<file path="src/rtl/bin2bcd_pkg.sv">
// Shared definitions for the BCD converter family: FSM states, BCD constants, digit sizing.
// Latency: n/a (package only).
// Backpressure: n/a (package only).
package bin2bcd_pkg;

    typedef enum logic [1:0] {
        ST_IDLE  = 2'd0,
        ST_SHIFT = 2'd1,
        ST_DONE  = 2'd2
    } state_t;

    localparam logic [3:0] BCD_NINE = 4'h9;

    // Number of internal BCD digits needed to hold any width-bit magnitude
    // without loss: each group of ~3.32 bits needs one decimal digit, so
    // ceil(width/3) always suffices. Never fewer than the presented digits.
    function automatic int int_digits(input int width, input int digits);
        int need;
        need = (width + 2) / 3;
        return (digits > need) ? digits : need;
    endfunction

endpackage

</file>
<file path="src/rtl/bin2bcd_add3.sv">
// Double-dabble digit correction: a digit of 5 or more gets 3 added before the shift.
// Latency: combinational.
// Backpressure: none.
// Ports: digit - current BCD digit; fixed - corrected digit.
module bin2bcd_add3 (
    input  logic [3:0] digit,
    output logic [3:0] fixed
);

    assign fixed = (digit >= 4'd5) ? (digit + 4'd3) : digit;

endmodule

</file>
<file path="src/rtl/bin2bcd_seq.sv">
// Sequential binary-to-BCD converter (double-dabble, one shift per clock), optional signed input.
// Latency: start accepted at edge 0 -> o_DV pulse after edge INPUT_WIDTH+1; one result per INPUT_WIDTH+2 cycles.
// Backpressure: o_Ready high only in IDLE; i_Start while busy is dropped, not queued.
// Ports: i_Clock/i_Reset_n clock and async active-low reset; i_Start/i_Binary request and operand;
//        o_Ready idle flag; o_BCD/o_Sign/o_Overflow result (held until next o_DV); o_DV result strobe.
module bin2bcd_seq
    import bin2bcd_pkg::*;
#(
    parameter int INPUT_WIDTH    = 8,
    parameter int DECIMAL_DIGITS = 3,
    parameter int SIGNED         = 0
) (
    input  logic                          i_Clock,
    input  logic                          i_Reset_n,
    input  logic                          i_Start,
    input  logic [INPUT_WIDTH-1:0]        i_Binary,
    output logic                          o_Ready,
    output logic [DECIMAL_DIGITS*4-1:0]   o_BCD,
    output logic                          o_Sign,
    output logic                          o_Overflow,
    output logic                          o_DV
);

    localparam int INT_DIGITS = int_digits(INPUT_WIDTH, DECIMAL_DIGITS);
    localparam int BCD_W      = INT_DIGITS * 4;
    localparam int SCR_W      = BCD_W + INPUT_WIDTH;
    localparam int CNT_W      = $clog2(INPUT_WIDTH + 1);

    localparam logic [INPUT_WIDTH-1:0] ONE_W   = INPUT_WIDTH'(1);
    localparam logic [CNT_W-1:0]       ONE_C   = CNT_W'(1);
    localparam logic [CNT_W-1:0]       STEPS_C = CNT_W'(INPUT_WIDTH);

    state_t               state, state_nxt;
    logic [SCR_W-1:0]     scratch, scratch_nxt;
    logic [CNT_W-1:0]     count, count_nxt;
    logic                 sign_q, sign_nxt;

    logic [BCD_W-1:0]     corrected;
    logic [SCR_W-1:0]     pre_shift;
    logic                 neg;
    logic [INPUT_WIDTH-1:0] mag;
    logic                 ovf_c;
    logic                 bcd_zero;

    // Scratch layout: {digit INT_DIGITS-1 .. digit 0, binary shift bits}.
    // Every digit is corrected in parallel, then the whole word shifts left.
    for (genvar g = 0; g < INT_DIGITS; g++) begin : g_add3
        bin2bcd_add3 u_add3 (
            .digit (scratch[INPUT_WIDTH + 4*g +: 4]),
            .fixed (corrected[4*g +: 4])
        );
    end

    assign pre_shift = {corrected, scratch[INPUT_WIDTH-1:0]};

    // Two's-complement negate in INPUT_WIDTH bits maps -2^(W-1) onto the
    // unsigned value 2^(W-1), which still fits, so the most negative input
    // converts exactly.
    assign neg = (SIGNED != 0) && i_Binary[INPUT_WIDTH-1];
    assign mag = neg ? (~i_Binary + ONE_W) : i_Binary;

    // Any non-zero digit beyond the presented ones means the value cannot be shown.
    always_comb begin
        ovf_c = 1'b0;
        for (int i = DECIMAL_DIGITS; i < INT_DIGITS; i++) begin
            if (scratch[INPUT_WIDTH + 4*i +: 4] != 4'd0) begin
                ovf_c = 1'b1;
            end
        end
    end

    // After the last shift the scratch BCD field holds the full magnitude.
    assign bcd_zero = (scratch[SCR_W-1:INPUT_WIDTH] == '0);

    assign o_Ready = (state == ST_IDLE);

    always_comb begin
        state_nxt   = state;
        scratch_nxt = scratch;
        count_nxt   = count;
        sign_nxt    = sign_q;
        case (state)
            ST_IDLE: begin
                if (i_Start) begin
                    scratch_nxt = {{BCD_W{1'b0}}, mag};
                    sign_nxt    = neg;
                    count_nxt   = STEPS_C;
                    state_nxt   = ST_SHIFT;
                end
            end
            ST_SHIFT: begin
                scratch_nxt = pre_shift << 1;
                count_nxt   = count - ONE_C;
                if (count == ONE_C) begin
                    state_nxt = ST_DONE;
                end
            end
            ST_DONE: begin
                state_nxt = ST_IDLE;
            end
            default: begin
                state_nxt = ST_IDLE;
            end
        endcase
    end

    always_ff @(posedge i_Clock or negedge i_Reset_n) begin
        if (!i_Reset_n) begin
            state   <= ST_IDLE;
            scratch <= '0;
            count   <= '0;
            sign_q  <= 1'b0;
        end else begin
            state   <= state_nxt;
            scratch <= scratch_nxt;
            count   <= count_nxt;
            sign_q  <= sign_nxt;
        end
    end

    // Result registers only load while leaving DONE, so they hold steady
    // between strobes.
    always_ff @(posedge i_Clock or negedge i_Reset_n) begin
        if (!i_Reset_n) begin
            o_BCD      <= '0;
            o_Sign     <= 1'b0;
            o_Overflow <= 1'b0;
            o_DV       <= 1'b0;
        end else begin
            o_DV <= (state == ST_DONE);
            if (state == ST_DONE) begin
                o_Overflow <= ovf_c;
                o_BCD      <= ovf_c ? {DECIMAL_DIGITS{BCD_NINE}}
                                    : scratch[INPUT_WIDTH +: DECIMAL_DIGITS*4];
                o_Sign     <= sign_q && !bcd_zero;
            end
        end
    end

endmodule

</file>
<file path="config.mk">
export PLATFORM = sky130hd
export DESIGN_NAME = bin2bcd_seq
export DESIGN_NICKNAME = d
export VERILOG_FILES = /design/src/rtl/bin2bcd_pkg.sv /design/src/rtl/bin2bcd_add3.sv /design/src/rtl/bin2bcd_seq.sv
export SDC_FILE = /design/constraint.sdc
export NUM_CORES = 1
export LEC_CHECK = 0
export ABC_CLOCK_PERIOD_IN_PS = 1800
export BUFFER_PORTS_ARGS = -buffer_cell sky130_fd_sc_hd__buf_2
export CAP_MARGIN = 10
export CELL_PAD_IN_SITES_DETAIL_PLACEMENT = 1
export CELL_PAD_IN_SITES_GLOBAL_PLACEMENT = 2
export CORE_MARGIN = 1.5
export CORE_UTILIZATION = 38
export CTS_BUF_LIST = sky130_fd_sc_hd__clkbuf_8
export DETAILED_ROUTE_END_ITERATION = 16
export PLACE_DENSITY = 0.79
export SETUP_SLACK_MARGIN = 0.4
export SLEW_MARGIN = 5
export SYNTH_ARGS = -nofsm -noshare
export SYNTH_HDL_FRONTEND = slang
export SYNTH_SLANG_ARGS = --single-unit
</file>
<file path="constraint.sdc">
create_clock -name i_Clock -period 1.8 [get_ports i_Clock]
set_input_delay 0.09 -clock i_Clock [delete_from_list [all_inputs] [get_ports i_Clock]]
set_output_delay 0.09 -clock i_Clock [all_outputs]
set_load 0.02 [all_outputs]
</file>
==> impl_metrics.py <==
metrics = {
    "setup_path": {
        "cp-end-kind": "flop",
        "rrSetupSlack_ps": 420,
        "r2r-start": "scratch[8]",
        "critical_path_arrival_ps": 1540,
        "critPathMaxFanout": 3,
        "criticalPathCategory": "reg -> reg",
        "r2r_end": "scratch[9]",
        "reg2reg_depth": 5,
        "crit_path_start": "scratch[8]",
        "required_ps": 1970,
        "endpoint": "scratch[9]",
        "start_kind": "flop",
    },
    "detailed_routing": {
        "num_vias": 1645,
        "drt_iter0_markers": 66,
        "ant_nets": 0,
        "wl_per_cell_microns": 16.73,
        "drc": 0,
        "routed_wl_microns": 5152,
        "first_pass_iters": 4,
        "via_per_inst": 5.341,
    },
    "sta": {
        "fin_skew_ps": 7.877,
        "clock.fmax_ghz": 0.7268,
        "finalHoldViolCount": 0,
        "worstMarginPinSlew_ps": 512.0,
        "layout_min_cycle_time_ps": 1376,
        "worst_slack_ps": 424.0,
        "setup_violations": 0,
        "max-slew-margin-rel_pct": 65.87,
        "tns_ps": 0,
        "timing.final.crit_share_pct": 76.44,
        "rsz0062_at_grt": "false",
        "report.final.slew_viol_count": 0,
    },
    "placed_design": {
        "numPortBuffers": 24,
        "place_area_sq_mm": 0.002151,
        "gp_congestion": 0.8340,
        "dp_hpwl_microns": 3308,
        "post-place-ws_ps": 318.5,
    },
    "clock_network": {
        "cts_root_buffer": "clkbuf_8",
        "tritoncts": "done",
        "cts_inserted_buffers": 5,
        "clock_sinks": 39,
        "clk_latency_ps": 300,
        "htree_levels": 2,
        "clock_path_buffers": 2,
        "clk_pin_slew_ps": 80,
    },
    "power_and_ir_drop": {
        "power_frac_seq_pct": 32.1,
        "power_uw": 4615,
        "power.density_mw_per_mm2": 1857,
        "combinationalPowerShare_pct": 48.6,
        "clkPwrFrac_pct": 19.3,
        "ir_drop_mv": 0.7821,
        "p_leak_uw": 0.001172,
        "p_sw_uw": 1830,
        "p_sw_share_pct": 39.67,
        "power.internal_uw": 2784,
    },
    "floorplan": {
        "fp.dieH_microns": 75.61,
        "die_w_microns": 75.61,
        "start_util_pct": 39.22,
        "fp.dieArea_sq_mm": 0.005716,
        "core_sq_mm": 0.005107,
        "ios": 27,
        "rows": 26,
    },
    "yosys": {
        "synth_area_leader_cell": "dfrtp_1",
        "ys_seq_area_share_pct": 48.72,
        "yosys_register_bits": 39,
        "synth_top_area_share_pct": 48.72,
        "synth_area_sq_mm": 0.002003,
        "synth_cells": 194,
        "synth_area_leaders": "dfrtp_1, o21ai_0, ha_1",
        "synth_cell_types": 36,
        "syn_avg_cell_area_sq_um": 10.33,
        "yosys_warnings": 0,
    },
    "finish": {
        "fin_area_sq_mm": 0.002485,
        "final_cell_mix": "dfrtp_1, buf_2, o21ai_0, buf_4, nand2_1",
        "mostFrequentLayoutCell": "dfrtp_1",
        "final_nets": 256,
        "multiInputGateArea_sq_um": 930.9,
        "antennaDiodeCount": 0,
        "drive_above_1_share_pct": 34.03,
        "fillers": 600,
        "area_growth_pct": 24.05,
        "regArea_sq_um": 978.4,
        "final_util_pct": 48.65,
    },
    "hold_path": {
        "min_path_type": "in -> reg",
        "hold_depth": 3,
    },
    "global_route": {
        "grt_pass1_wl_microns": 7590,
        "antenna_found_initial": 0,
        "track_usage_pct": 17.91,
        "grt_max_degree": 40,
        "grt-ovfl-total": 0,
        "grt_pass1_vias": 1625,
    },
    "job": {
        "drv_cap": 0,
    },
    "run_status": {
        "status": "finished clean",
    },
}
[synth_stat cells (all sizes together)]
master	number
nand2b	6
buf	12
and3	1
o21a	3
conb	1
nor3	1
o211ai	3
nor2	3
o21ai	25
ha	8
a31oi	1
a22oi	7
a32o	3
mux2i	1
o221ai	3
a21oi	9
o2111ai	6
dfrtp	39
o22ai	1
o32ai	2
clkbuf	1
nor2b	13
o31ai	3
nand2	21
nor3b	1
xnor2	2
inv	15
a21o	1
o21bai	1
o21ba	1
[layout make-up]
class,count,area share (%)
clock buffer,5,2.769
clock inverter,3,2.719
inverter,15,2.266
multi-input combinational,129,37.46
sequential,39,39.38
tap,70,3.525
timing repair buffer,47,11.88
[routing by layer]
metal  vias up  share of wire [%]  GRT usage, %
met2        26                 54         33.33
li1        768                  -             -
met4         0                1.4         7.738
met3         7                2.7         2.778
met1       844                 42         20.15
met5         -                  0             0
[power groups by stage]
stage | Clock, uW | Combinational (uW) | Sequential (uW)
floorplan | 0 | 1310 | 1540
global placement | 0 | 1700 | 1480
detailed placement | 0 | 1810 | 1510
CTS | 907 | 1910 | 1500
global route | 944 | 2460 | 1530
finish | 889 | 2240 | 1480
[state kept, by name, summed over array words and instances, names as in the netlist]
name	count
o_BCD	12
scratch	20
o_DV	1
state	2
count	4
[through the flow]
stage	cells	hold slack [ps]
floorplan	195	-205.6
global placement	283	178.8
CTS	293	58.20
detailed placement	283	186.4
global route	308	69.39
finish	308	54.45
[worst min path at each step]
stage,startpoint,end,slack (ps)
global placement,i_Reset_n,o_DV,180
detailed placement,i_Reset_n,o_DV,190
CTS,i_Binary[6],scratch[6],60
floorplan,i_Reset_n,count[0],-210
global route,i_Binary[6],scratch[6],70
finish,i_Binary[6],scratch[6],50
[logic make-up after synthesis]
| family | count (synthesis) | share of synthesized area [%] |
|---|---|---|
| flops | 39 | 48.72 |
| xor+xnor | 2 | 0.8746 |
| mux | 1 | 0.4997 |
| compound gates | 69 | 24.36 |
| fa+ha+maj | 8 | 4.997 |
| buf+inv | 28 | 8.618 |
| simple gates | 46 | 11.74 |
| other cells | 1 | 0.1872 |
[critical path, cell delays in order, from the launching register on]
cell      delay (ps)
dfrtp_1          410
buf_4            160
ha_2             190
nor2b_4          140
o21a_1           230
o221ai_2         120
[timing repair]
action                                  in CTS  in global routing
hold buffers                                 1                  0
gates resized for setup                     12                 11
endpoints found under the setup margin      14                 14
hold endpoints to repair                    39                  0
pin swaps                                    0                  1
cloned                                       0                  1
buffers inserted                             1                 14
Power figures use the tool's default switching activity.
